$ cat config.mk
export PLATFORM = sky130hd
export DESIGN_NAME = pll_reset_sequencer
export DESIGN_NICKNAME = d
export VERILOG_FILES = /design/src/rtl/pll_reset_sequencer.sv
export SDC_FILE = /design/constraint.sdc
export NUM_CORES = 1
export LEC_CHECK = 0
export CAP_MARGIN = 40
export CORE_ASPECT_RATIO = 0.6
export CORE_MARGIN = 3
export CORE_UTILIZATION = 55
export DETAILED_ROUTE_END_ITERATION = 10
export GPL_TIMING_DRIVEN = 1
export PLACE_DENSITY_LB_ADDON = 0.2
export SLEW_MARGIN = 20
export SYNTH_ARGS = -nofsm -noshare
export SYNTH_HDL_FRONTEND = slang
export SYNTH_SLANG_ARGS = --single-unit
$ cat constraint.sdc
create_clock -name clk -period 3.3 [get_ports clk]
set_clock_uncertainty 0.2 [all_clocks]
set_input_delay 0.66 -clock clk [delete_from_list [all_inputs] [get_ports clk]]
set_output_delay 0.66 -clock clk [all_outputs]
set_load 0.1 [all_outputs]
$ cat src/rtl/pll_reset_sequencer.sv
// pll_reset_sequencer: PLL RESETB driver, lock filter/timeout supervisor and staged reset release
module pll_reset_sequencer #(
  parameter int NUM_RESETS     = 3,
  parameter int PLL_RST_CYCLES = 16,
  parameter int LOCK_FILTER    = 256,
  parameter int LOCK_TIMEOUT   = 65536,
  parameter int STAGE_GAP      = 64,
  parameter int CNT_WIDTH      = 8
) (
  input  logic                  clk,
  input  logic                  reset,
  input  logic                  pll_locked,
  input  logic                  soft_reset_req,
  output logic                  pll_resetb,
  output logic [NUM_RESETS-1:0] rst_out,
  output logic                  ready,
  output logic [CNT_WIDTH-1:0]  lock_loss_count,
  output logic [CNT_WIDTH-1:0]  timeout_count
);
  localparam int PW = $clog2(PLL_RST_CYCLES + 1);
  localparam int FW = $clog2(LOCK_FILTER + 1);
  localparam int TW = $clog2(LOCK_TIMEOUT + 1);
  localparam int GW = $clog2(STAGE_GAP + 1);
  localparam int SW = (NUM_RESETS > 1) ? $clog2(NUM_RESETS) : 1;

  typedef enum logic [2:0] {PLL_RST, WAIT_LOCK, RELEASE, RUN, SOFT_HOLD} state_t;

  state_t                state_q, state_d;
  logic [1:0]            sync_q;
  logic [PW-1:0]         pcnt_q, pcnt_d;
  logic [FW-1:0]         filt_q, filt_d;
  logic [TW-1:0]         tmo_q, tmo_d;
  logic [GW-1:0]         gap_q, gap_d;
  logic [SW-1:0]         stage_q, stage_d;
  logic [CNT_WIDTH-1:0]  llc_q, llc_d, tmc_q, tmc_d;
  logic [NUM_RESETS-1:0] rst_q, rst_d;
  logic                  pll_resetb_q, pll_resetb_d, ready_q, ready_d;
  logic                  lock_s;

  assign lock_s          = sync_q[1];
  assign pll_resetb      = pll_resetb_q;
  assign rst_out         = rst_q;
  assign ready           = ready_q;
  assign lock_loss_count = llc_q;
  assign timeout_count   = tmc_q;

  always_ff @(posedge clk) begin
    if (reset) begin
      state_q      <= PLL_RST;
      sync_q       <= '0;
      pcnt_q       <= '0;
      filt_q       <= '0;
      tmo_q        <= '0;
      gap_q        <= '0;
      stage_q      <= '0;
      llc_q        <= '0;
      tmc_q        <= '0;
      rst_q        <= '1;
      pll_resetb_q <= 1'b0;
      ready_q      <= 1'b0;
    end else begin
      state_q      <= state_d;
      sync_q       <= {sync_q[0], pll_locked};
      pcnt_q       <= pcnt_d;
      filt_q       <= filt_d;
      tmo_q        <= tmo_d;
      gap_q        <= gap_d;
      stage_q      <= stage_d;
      llc_q        <= llc_d;
      tmc_q        <= tmc_d;
      rst_q        <= rst_d;
      pll_resetb_q <= pll_resetb_d;
      ready_q      <= ready_d;
    end
  end

  // Per-state counters idle at zero outside their own state, so every entry starts clean.
  always_comb begin
    state_d = state_q;
    pcnt_d  = '0;
    filt_d  = '0;
    tmo_d   = '0;
    gap_d   = '0;
    stage_d = stage_q;
    llc_d   = llc_q;
    tmc_d   = tmc_q;
    case (state_q)
      PLL_RST: begin
        if (pcnt_q == PW'(PLL_RST_CYCLES - 1)) state_d = WAIT_LOCK;
        else pcnt_d = pcnt_q + PW'(1);
      end
      WAIT_LOCK: begin
        if (lock_s && filt_q == FW'(LOCK_FILTER - 1)) begin
          state_d = RELEASE;
          stage_d = '0;
        end else if (tmo_q == TW'(LOCK_TIMEOUT - 1)) begin
          state_d = PLL_RST;
          tmc_d   = (tmc_q == '1) ? tmc_q : tmc_q + CNT_WIDTH'(1);
        end else begin
          filt_d = lock_s ? filt_q + FW'(1) : '0;
          tmo_d  = tmo_q + TW'(1);
        end
      end
      RELEASE: begin
        if (!lock_s) state_d = PLL_RST;
        else if (gap_q != GW'(STAGE_GAP - 1)) gap_d = gap_q + GW'(1);
        else if (stage_q == SW'(NUM_RESETS - 1)) state_d = RUN;
        else stage_d = stage_q + SW'(1);
      end
      RUN: begin
        if (!lock_s) begin
          state_d = PLL_RST;
          llc_d   = (llc_q == '1) ? llc_q : llc_q + CNT_WIDTH'(1);
        end else if (soft_reset_req) state_d = SOFT_HOLD;
      end
      SOFT_HOLD: begin
        if (!lock_s) state_d = PLL_RST;
        else if (gap_q != GW'(STAGE_GAP - 1)) gap_d = gap_q + GW'(1);
        else begin
          state_d = RELEASE;
          stage_d = '0;
        end
      end
      default: state_d = PLL_RST;
    endcase
  end

  // Outputs are decoded from the next state so they register in step with it.
  always_comb begin
    pll_resetb_d = state_d != PLL_RST;
    ready_d      = state_d == RUN;
    rst_d        = '1;
    for (int i = 0; i < NUM_RESETS; i++)
      rst_d[i] = (state_d == RUN) ? 1'b0 : (state_d == RELEASE) ? (SW'(i) > stage_d) : 1'b1;
  end
endmodule

Word-level counts from Yosys, hierarchy flattened:

Cells that the tools add are included.

* register bits: 66
* bits of input ports: 4
* output and inout bits: 21
* word-level logic and storage cells: 77

* add/subtract/negate cells: 7
* order comparisons: 3
* eq/ne operators: 13
* multiplexer cells: 24
* bitwise logic cells: 8
* reductions and logical operators: 10

Operators with widths (count)
* $mux W3: 10
* $add A17 B1 Y17 const B: 1
* $eq A17 B16 Y1 const B: 1
* $add A8 B1 Y8 const B: 2
* $eq A8 B8 Y1 const B: 2
* $pmux W3 S5: 1
* $eq A3 B2 Y1 const B: 4
* $mux W2: 6
* $add A9 B1 Y9 const B: 1
* $eq A9 B8 Y1 const B: 1
* $not A1 Y1: 8
* $reduce_or A4 Y1: 2
* $add A7 B1 Y7 const B: 1
* $ne A7 B6 Y1 const B: 1
* $mux W1: 6
* $pmux W2 S3: 1
* $add A5 B1 Y5 const B: 1
* $eq A5 B4 Y1 const B: 1
* $reduce_or A5 Y1: 1
* $gt A1 B2 Y1 const A: 2
* $reduce_and A4 Y1: 1
* $eq A3 B1 Y1 const B: 1
* $eq A3 B3 Y1 const B: 1
* $logic_not A3 Y1: 1
* other kinds (8): 8

Longest topological paths before layout:

Gate-level depths: netlist of the first run.

* depth in word-level cells: 8
* depth in mapped cells: 9
* depth with buffers taken out: 8

Worst setup path after synthesis of the first run:

OpenSTA, ideal clock, no wires.

* path kind: register to register
* start point: register llc_q[0], in the netlist lock_loss_count[0]
* end point: register llc_q[1], in the netlist lock_loss_count[1]
* setup time: 0.128 ns
* data arrival time: 2.151 ns
* data required time: 2.972 ns
* slack: 0.821 ns
* stages on the path, launching flop included: 7
* path buffers: 1
* clock period less this slack: 2.479 ns
* path through: dfxtp_1 ha_1 nand2_1 o31ai_1 buf_2 mux2i_1 nor2_1

* word-level cells in the longest chain between the ends: 3
* elaborated cells on any way between the ends: 4
* classes of those cells: add/sub (1); eq/ne (1); bitwise (1); reduce/logical (1)

Ends and longest elaborated chain
* start, declared: line 35 `logic [CNT_WIDTH-1:0] llc_q, llc_d, tmc_q, tmc_d;`
* start signal, assigned: line 69 `llc_q <= llc_d;`
* branches (longest 3 deep; another with $add A8 B1 Y8)

Parallel ways; which one is timed is not known.
A chain may end at the register's enable or synchronous reset.

Worst setup path after layout of the first run:

* start point: register tmo_q[2]
* end point: register tmc_q[7], in the netlist timeout_count[7]

* word-level cells in the longest chain between the ends: 2

Ends and longest elaborated chain
* start, declared: line 32 `logic [TW-1:0] tmo_q, tmo_d;`
* start signal, assigned: line 66 `tmo_q <= tmo_d;`
* $eq A17 B16 Y1: line 96 `end else if (tmo_q == TW'(LOCK_TIMEOUT - 1)) begin`
* $reduce_and A4 Y1 (no source line)
* end signal, assigned: line 70 `tmc_q <= tmc_d;`
* end, declared: line 35

No other way between the ends.

==> results of run 1 <==
==> cells in the final DEF (no fill, tap or decap), types with 2 or more instances in the layout <==
| cell | n |
|---|---|
| a211oi_1 | 2 |
| a21oi_1 | 18 |
| and2_1 | 4 |
| and3_1 | 11 |
| buf_4 | 24 |
| clkbuf_1 | 3 |
| clkbuf_8 | 11 |
| clkdlybuf4s50_1 | 3 |
| dfxtp_1 | 66 |
| ha_1 | 11 |
| inv_1 | 14 |
| mux2i_1 | 2 |
| nand2_1 | 15 |
| nand3_1 | 23 |
| nand4_1 | 8 |
| nor2_1 | 39 |
| nor2b_1 | 4 |
| nor3_1 | 5 |
| nor3b_1 | 2 |
| o21a_1 | 2 |
| o21ai_0 | 10 |
| o22ai_1 | 2 |
| o31ai_1 | 9 |
| o41ai_1 | 2 |
| or3_1 | 8 |
| or4_1 | 7 |
| or4b_1 | 2 |
| xnor2_1 | 11 |
| xor2_1 | 15 |
==> power by group through the flow <==
stage	registers (mW)	clock network [mW]	logic [mW]
after floorplan	0.821	0	0.0102
after global routing	0.804	0.726	0.0203
after global placement	0.822	0	0.0184
final	0.804	0.678	0.0187
after CTS	0.804	0.692	0.0186
after detailed placement	0.822	0	0.0186
==> cell families (layout without fill, tap and decap cells) <==
family	count (synthesis)	count (layout)
and+or+nand+nor	141	141
DFF	66	66
AOI/OAI and AO/OA	48	48
xor gates and xnor gates	26	26
buffers and inverters	22	57
adders and majority gates	11	11
muxes	2	2
==> final cells by class <==
type                    count  area share [%]
clock inverters             2            1.06
flip-flops and latches     66            39.8
repair buffers             27            6.34
well taps                  63            2.38
clock buffers              14            4.91
multi-input cells         228            43.9
inverters                  14            1.58
==> through the flow <==
stage               util, %  std cells
finish                 69.0        414
global route           69.0        414
CTS                    69.0        414
detailed placement     64.9        398
global placement       64.9        398
floorplan                 -        316
==> path summary, 6_finish.rpt <==
path	start	to	cells after the start	slack, ns
setup / recovery	tmo_q[2]$_SDFF_PP0_	timeout_count[7]$_SDFFE_PP0P_	8	0.66
hold reg to reg	pcnt_q[0]$_SDFF_PP0_	pcnt_q[0]$_SDFF_PP0_	1	0.24
setup reg to reg	tmo_q[2]$_SDFF_PP0_	timeout_count[7]$_SDFFE_PP0P_	8	0.66
hold / removal	pcnt_q[0]$_SDFF_PP0_	pcnt_q[0]$_SDFF_PP0_	1	0.24
==> synthesized netlist by cell type, types with 3 or more instances <==
master / count
or4_1: 7
ha_1: 11
clkbuf_1: 3
nand4_1: 8
nor3_1: 5
nor2_1: 39
nand3_1: 23
o31ai_1: 9
inv_1: 14
buf_2: 4
o21ai_0: 10
and2_1: 4
xor2_1: 15
nand2_1: 15
a21oi_1: 18
nor2b_1: 4
dfxtp_1: 66
or3_1: 8
xnor2_1: 11
and3_1: 11
==> flip-flops by register name, indices dropped and copies added (netlist names) <==
name,count
gap_q,7
stage_q,2
pcnt_q,5
tmo_q,17
pll_resetb,1
sync_q,2
lock_loss_count,8
timeout_count,8
rst_out,3
state_q,3
filt_q,9
ready,1
==> per-layer routing <==
layer | track usage, % | vias to the layer above | share of wire [%]
met1 | 27.3 | 1063 | 52
met4 | 8.37 | 0 | 1.0
met2 | 28.4 | 65 | 40
li1 | - | 1195 | -
met5 | 0 | - | 0
met3 | 5.80 | 8 | 7.1
==> critical path, cell delays in order, from the launching register on <==
cell,delay (ns)
dfxtp_1,0.41
and4_1,0.30
nand3_2,0.15
nor4_1,0.34
ha_1,0.23
o2111ai_1,0.11
buf_4,0.20
or4_1,0.47
a21oi_1,0.16
==> impl_metrics.env, run 1 <==
export IMPL_period_minus_slack_ns=2.64
export IMPL_cts_resized=0
export IMPL_clock_tree_root_cell="clkbuf_8"
export IMPL_antenna_found_initial=0
export IMPL_synthFlopType="dfxtp_1"
export IMPL_synth_seq_cells=66
export IMPL_die_w_um=99.3
export IMPL_htree_levels=3
export IMPL_fillers=374
export IMPL_synth_edff_count=0
export IMPL_power_frac_clock_pct=45.2
export IMPL_drt_wl_total_um=5570
export IMPL_synthMuxAreaShare_pct=0.697
export IMPL_worstPathArrival_ns=2.72
export IMPL_io_buffers=24
export IMPL_required_ns=3.37
export IMPL_switching_share_pct=20.1
export IMPL_synth_xor_area_share_pct=7.93
export IMPL_slew_violations=0
export IMPL_cts_tree="yes"
export IMPL_tightestPinTransition_ns=0.584
export IMPL_detailed_place_hpwl_um=3910
export IMPL_tns_ns=0
export IMPL_yosysTopAreaCell="dfxtp_1"
export IMPL_multi_input_area_um2=1460
export IMPL_start_util_pct=59.8
export IMPL_slew_limit_headroom_pct=61.0
export IMPL_ant_nets=0
export IMPL_grt_max_degree=23
export IMPL_design_area_um2=3320
export IMPL_cp_end_kind="flip-flop"
export IMPL_fin_ws_ns=0.655
export IMPL_die_h_um=62.0
export IMPL_path_class="flip-flop to flip-flop"
export IMPL_period_share_pct=80.1
export IMPL_path_clk_slew_ns=0.07
export IMPL_syn2layout_area_growth_pct=15.5
export IMPL_nets=361
export IMPL_netlist_area_um2=2870
export IMPL_synth_fa_ha_area_share_pct=4.79
export IMPL_p_leak_nw=1.19
export IMPL_status="complete, no violations"
export IMPL_pwr_share_comb_pct=1.2
export IMPL_dieArea_um2=6150
export IMPL_synth_compound_area_share_pct=10.3
export IMPL_place_area_um2=3120
export IMPL_start_kind="flip-flop"
export IMPL_path_max_fanout=14
export IMPL_core_um2=4800
export IMPL_drive_gt1_share_pct=12.0
export IMPL_drtIter0Drc=114
export IMPL_synth_cells=316
export IMPL_power_switching_mw=0.302
export IMPL_yosysSeqAreaShare_pct=46.0
export IMPL_place_congestion=0.762
export IMPL_avgSynthCellArea_um2=9.09
export IMPL_vdd_drop_max_uv=248
export IMPL_avgViaCountPerCell=5.63
export IMPL_synthTopCellsByArea="dfxtp_1, nor2_1, ha_1"
export IMPL_powerDensity_nw_per_um2=453
export IMPL_synth_top_area_share_pct=46.0
export IMPL_vias=2331
export IMPL_p_int_mw=1.20
export IMPL_grt_pass1_wl_um=9320
export IMPL_synth_top_family_by_area="simple AND/OR/NAND/NOR gates"
export IMPL_cts_buffers_inserted=9
export IMPL_place_ws_ns=0.660
export IMPL_p_seq_share_pct=53.6
export IMPL_drc=0
export IMPL_hold_ws_ns=0.245
export IMPL_grt_overflow_total=0
export IMPL_yosysUniqueCellTypes=44
export IMPL_cts_sinks=66
export IMPL_seq_area_um2=1320
export IMPL_total_power_mw=1.50
export IMPL_synth_simple_area_share_pct=27.0
export IMPL_cts_hold_buffers_added=0
export IMPL_drv_cap=0
export IMPL_ys_warn_count=0
export IMPL_rsz0062_at_grt="no"
export IMPL_io_pins=25
export IMPL_cts_max_path_buffers=2
export IMPL_hold_violations=0
export IMPL_synth_nets=331
export IMPL_post_cts_buffers=0
export IMPL_dr_pass1_iters=4
export IMPL_n_antenna_cell=0
export IMPL_fmax_ghz=0.378
export IMPL_avgRoutedWirePerCell_um=13.5
export IMPL_min_path_type="flip-flop to flip-flop"
export IMPL_finalSetupViolations=0
export IMPL_clkLatencyLatePin_ns=0.34
export IMPL_grt_util_all_layers_pct=19.6
export IMPL_grt_pass1_vias=2036
export IMPL_rows=19
export IMPL_async_flop_share_pct=0
(Power assumes the default switching activity.)
==> run 2: changes to the inputs <==
==> constraint.sdc (replaced) <==
create_clock -name clk -period 2.5 [get_ports clk]
set_clock_uncertainty 0.2 [all_clocks]
set_input_delay 0.5 -clock clk [delete_from_list [all_inputs] [get_ports clk]]
set_output_delay 0.5 -clock clk [all_outputs]
set_load 0.1 [all_outputs]
==> impl_metrics.env, run 2 (synthesis gave the netlist of run 1 again) <==
export IMPL_status="complete, no violations"
export IMPL_critPathTopFamily="simple AND/OR/NAND/NOR gates"
export IMPL_layout_common_cells="dfxtp_1, nor2_1, buf_4"
export IMPL_cp_end_kind="flip-flop"
export IMPL_cp_cell_sequence="ha_1 -> nand3_1 -> nor2_1 -> ha_1 -> nand2_1 -> o2111ai_1 -> buf_4 -> or4_1 -> a21oi_2"
export IMPL_grt_util_met1_pct=29.9
export IMPL_clkLatencyLatePin_ns=0.35
export IMPL_htree_levels=3
export IMPL_cts_hold_buffers_added=0
export IMPL_slew_violations=0
export IMPL_rrSetupSlack_ns=0.16
export IMPL_layout_cells_non_filler=429
export IMPL_ant_nets=0
export IMPL_syn2layout_area_growth_pct=20.5
export IMPL_whs_path_depth=1
export IMPL_io_buffers=24
export IMPL_worstPathArrival_ns=2.43
export IMPL_die_w_um=99.3
export IMPL_path_max_fanout=14
export IMPL_r2r_start="filt_q[0]$_SDFF_PP0_"
export IMPL_critical_path_slowest_cell="or4_1"
export IMPL_period_share_pct=93.6
export IMPL_antenna_found_initial=0
export IMPL_vdd_drop_max_uv=505
export IMPL_final_common_cell="dfxtp_1"
export IMPL_drive_gt1_share_pct=17.5
export IMPL_clock_tree_root_cell="clkbuf_8"
export IMPL_tightestPinTransition_ns=0.498
export IMPL_start_util_pct=59.8
export IMPL_period_minus_slack_ns=2.34
export IMPL_place_ws_ns=0.127
export IMPL_top_regs="tmo_q: 17 flops, filt_q: 9 flops"
export IMPL_min_path_type="flip-flop to flip-flop"
export IMPL_finalSetupViolations=0
export IMPL_largest_register="tmo_q"
export IMPL_cts_tree="yes"
export IMPL_utilization_pct=72.1
export IMPL_gr_usage_met2_pct=31.2
export IMPL_place_area_um2=3230
export IMPL_grt_util_all_layers_pct=21.4
export IMPL_io_pins=25
export IMPL_use_met3_pct=6.91
export IMPL_drtIter0Drc=103
export IMPL_start_kind="flip-flop"
export IMPL_cp_num_buf_inv=1
export IMPL_detailed_place_hpwl_um=4270
export IMPL_largest_reg_flops=17
export IMPL_rr_endpoint="timeout_count[5]$_SDFFE_PP0P_"
export IMPL_fmax_ghz=0.427
export IMPL_hold_violations=0
export IMPL_rows=19
export IMPL_place_congestion=0.891
export IMPL_grt_pass1_wl_um=10100
export IMPL_nets=376
export IMPL_worstHoldStart="gap_q[0]$_SDFF_PP0_"
export IMPL_grt_pass1_vias=2114
export IMPL_powerDensity_nw_per_um2=576
export IMPL_dieArea_um2=6150
export IMPL_core_um2=4800
export IMPL_hold_end="gap_q[0]$_SDFF_PP0_"
export IMPL_grt_max_degree=17
export IMPL_path_clk_slew_ns=0.08
export IMPL_drc=0
export IMPL_worst_r2r_cell_count=9
export IMPL_avgRoutedWirePerCell_um=14.1
export IMPL_dr_pass1_iters=4
export IMPL_grt_overflow_total=0
export IMPL_place_inst=413
export IMPL_cts_sinks=66
export IMPL_grt_busiest_layer="met2"
export IMPL_fillers=389
export IMPL_design_area_um2=3460
export IMPL_die_h_um=62.0
export IMPL_avgViaCountPerCell=5.61
export IMPL_vias=2407
export IMPL_timing_critical_path_mode_cell="ha_1"
export IMPL_rsz0062_at_grt="yes"
export IMPL_required_ns=2.59
export IMPL_drt_wl_total_um=6060
export IMPL_p_leak_nw=1.28
export IMPL_cts_max_path_buffers=2
export IMPL_slew_limit_headroom_pct=66.4
export IMPL_drv_cap=0
export IMPL_critPathMaxStageDelay_ns=0.49
export IMPL_cts_buffers_inserted=9
export IMPL_path_class="flip-flop to flip-flop"
export IMPL_fin_ws_ns=0.160
export IMPL_n_antenna_cell=0
-- run 2: cell types whose count changed in the layout (fill, tap and decap cells not counted), sizes merged --
cell	change
clkinv	+1
clkbuf	-4
buf	+15
clkinvlp	+3
-- run 2: how the worst max path moves through the flow --
| stage | start | cells after the start | endpoint | slack, ns |
|---|---|---|---|---|
| after floorplan | lock_loss_count[0]$_SDFFE_PP0P_ | 6 | lock_loss_count[1]$_SDFFE_PP0P_ | 0.02 |
| after global placement | tmo_q[5]$_SDFF_PP0_ | 8 | timeout_count[5]$_SDFFE_PP0P_ | 0.20 |
| after detailed placement | tmo_q[5]$_SDFF_PP0_ | 8 | timeout_count[5]$_SDFFE_PP0P_ | 0.13 |
| after CTS | tmo_q[5]$_SDFF_PP0_ | 8 | timeout_count[5]$_SDFFE_PP0P_ | 0.10 |
| after global routing | filt_q[0]$_SDFF_PP0_ | 7 | filt_q[8]$_SDFF_PP0_ | -0.02 |
| final | filt_q[0]$_SDFF_PP0_ | 9 | timeout_count[5]$_SDFFE_PP0P_ | 0.16 |
-- run 2: what timing repair did --
| item | 4_1_cts | 5_1_grt |
|---|---|---|
| buffers inserted | 0 | 0 |
| resized for setup | 0 | 5 |
| endpoints found under the setup margin | 0 | 5 |
-- run 2: layout make-up --
cell class                      instances  area (µm²)  share of cell area, %
Tap cell                               63        78.8                   2.28
Inverter                               14        52.6                   1.52
Clock inverter                          6        66.3                   1.92
Clock buffer                           10         138                   3.98
Sequential cell                        66        1320                   38.2
Timing Repair Buffer                   42         323                   9.33
Multi-Input combinational cell        228        1480                   42.8
-- run 2: metal layers --
layer	vias to the layer above	wire, µm
li1	1216	-
met3	17	346
met2	55	2500
met4	0	96
met5	-	0
met1	1119	3120
-- run 2: report_power, final --
| part | internal (mW) | leakage (nW) | total (mW) | switching (mW) |
|---|---|---|---|---|
| registers | 1.06 | 0.533 | 1.06 | 0.00464 |
| clock network | 0.487 | 0.0945 | 0.909 | 0.423 |
| logic | 0.0106 | 0.652 | 0.0248 | 0.0142 |
| total | 1.55 | 1.28 | 2.00 | 0.441 |
-- run 2: metrics by stage --
step / TNS (ns) / hold WS (ns) / power [mW]
final: 0 / 0.245 / 2.00
after global placement: 0 / 0.226 / 1.11
after CTS: 0 / 0.253 / 2.01
after global routing: -0.0217 / 0.278 / 2.07
after detailed placement: 0 / 0.240 / 1.11
after floorplan: 0 / 0.213 / 1.10
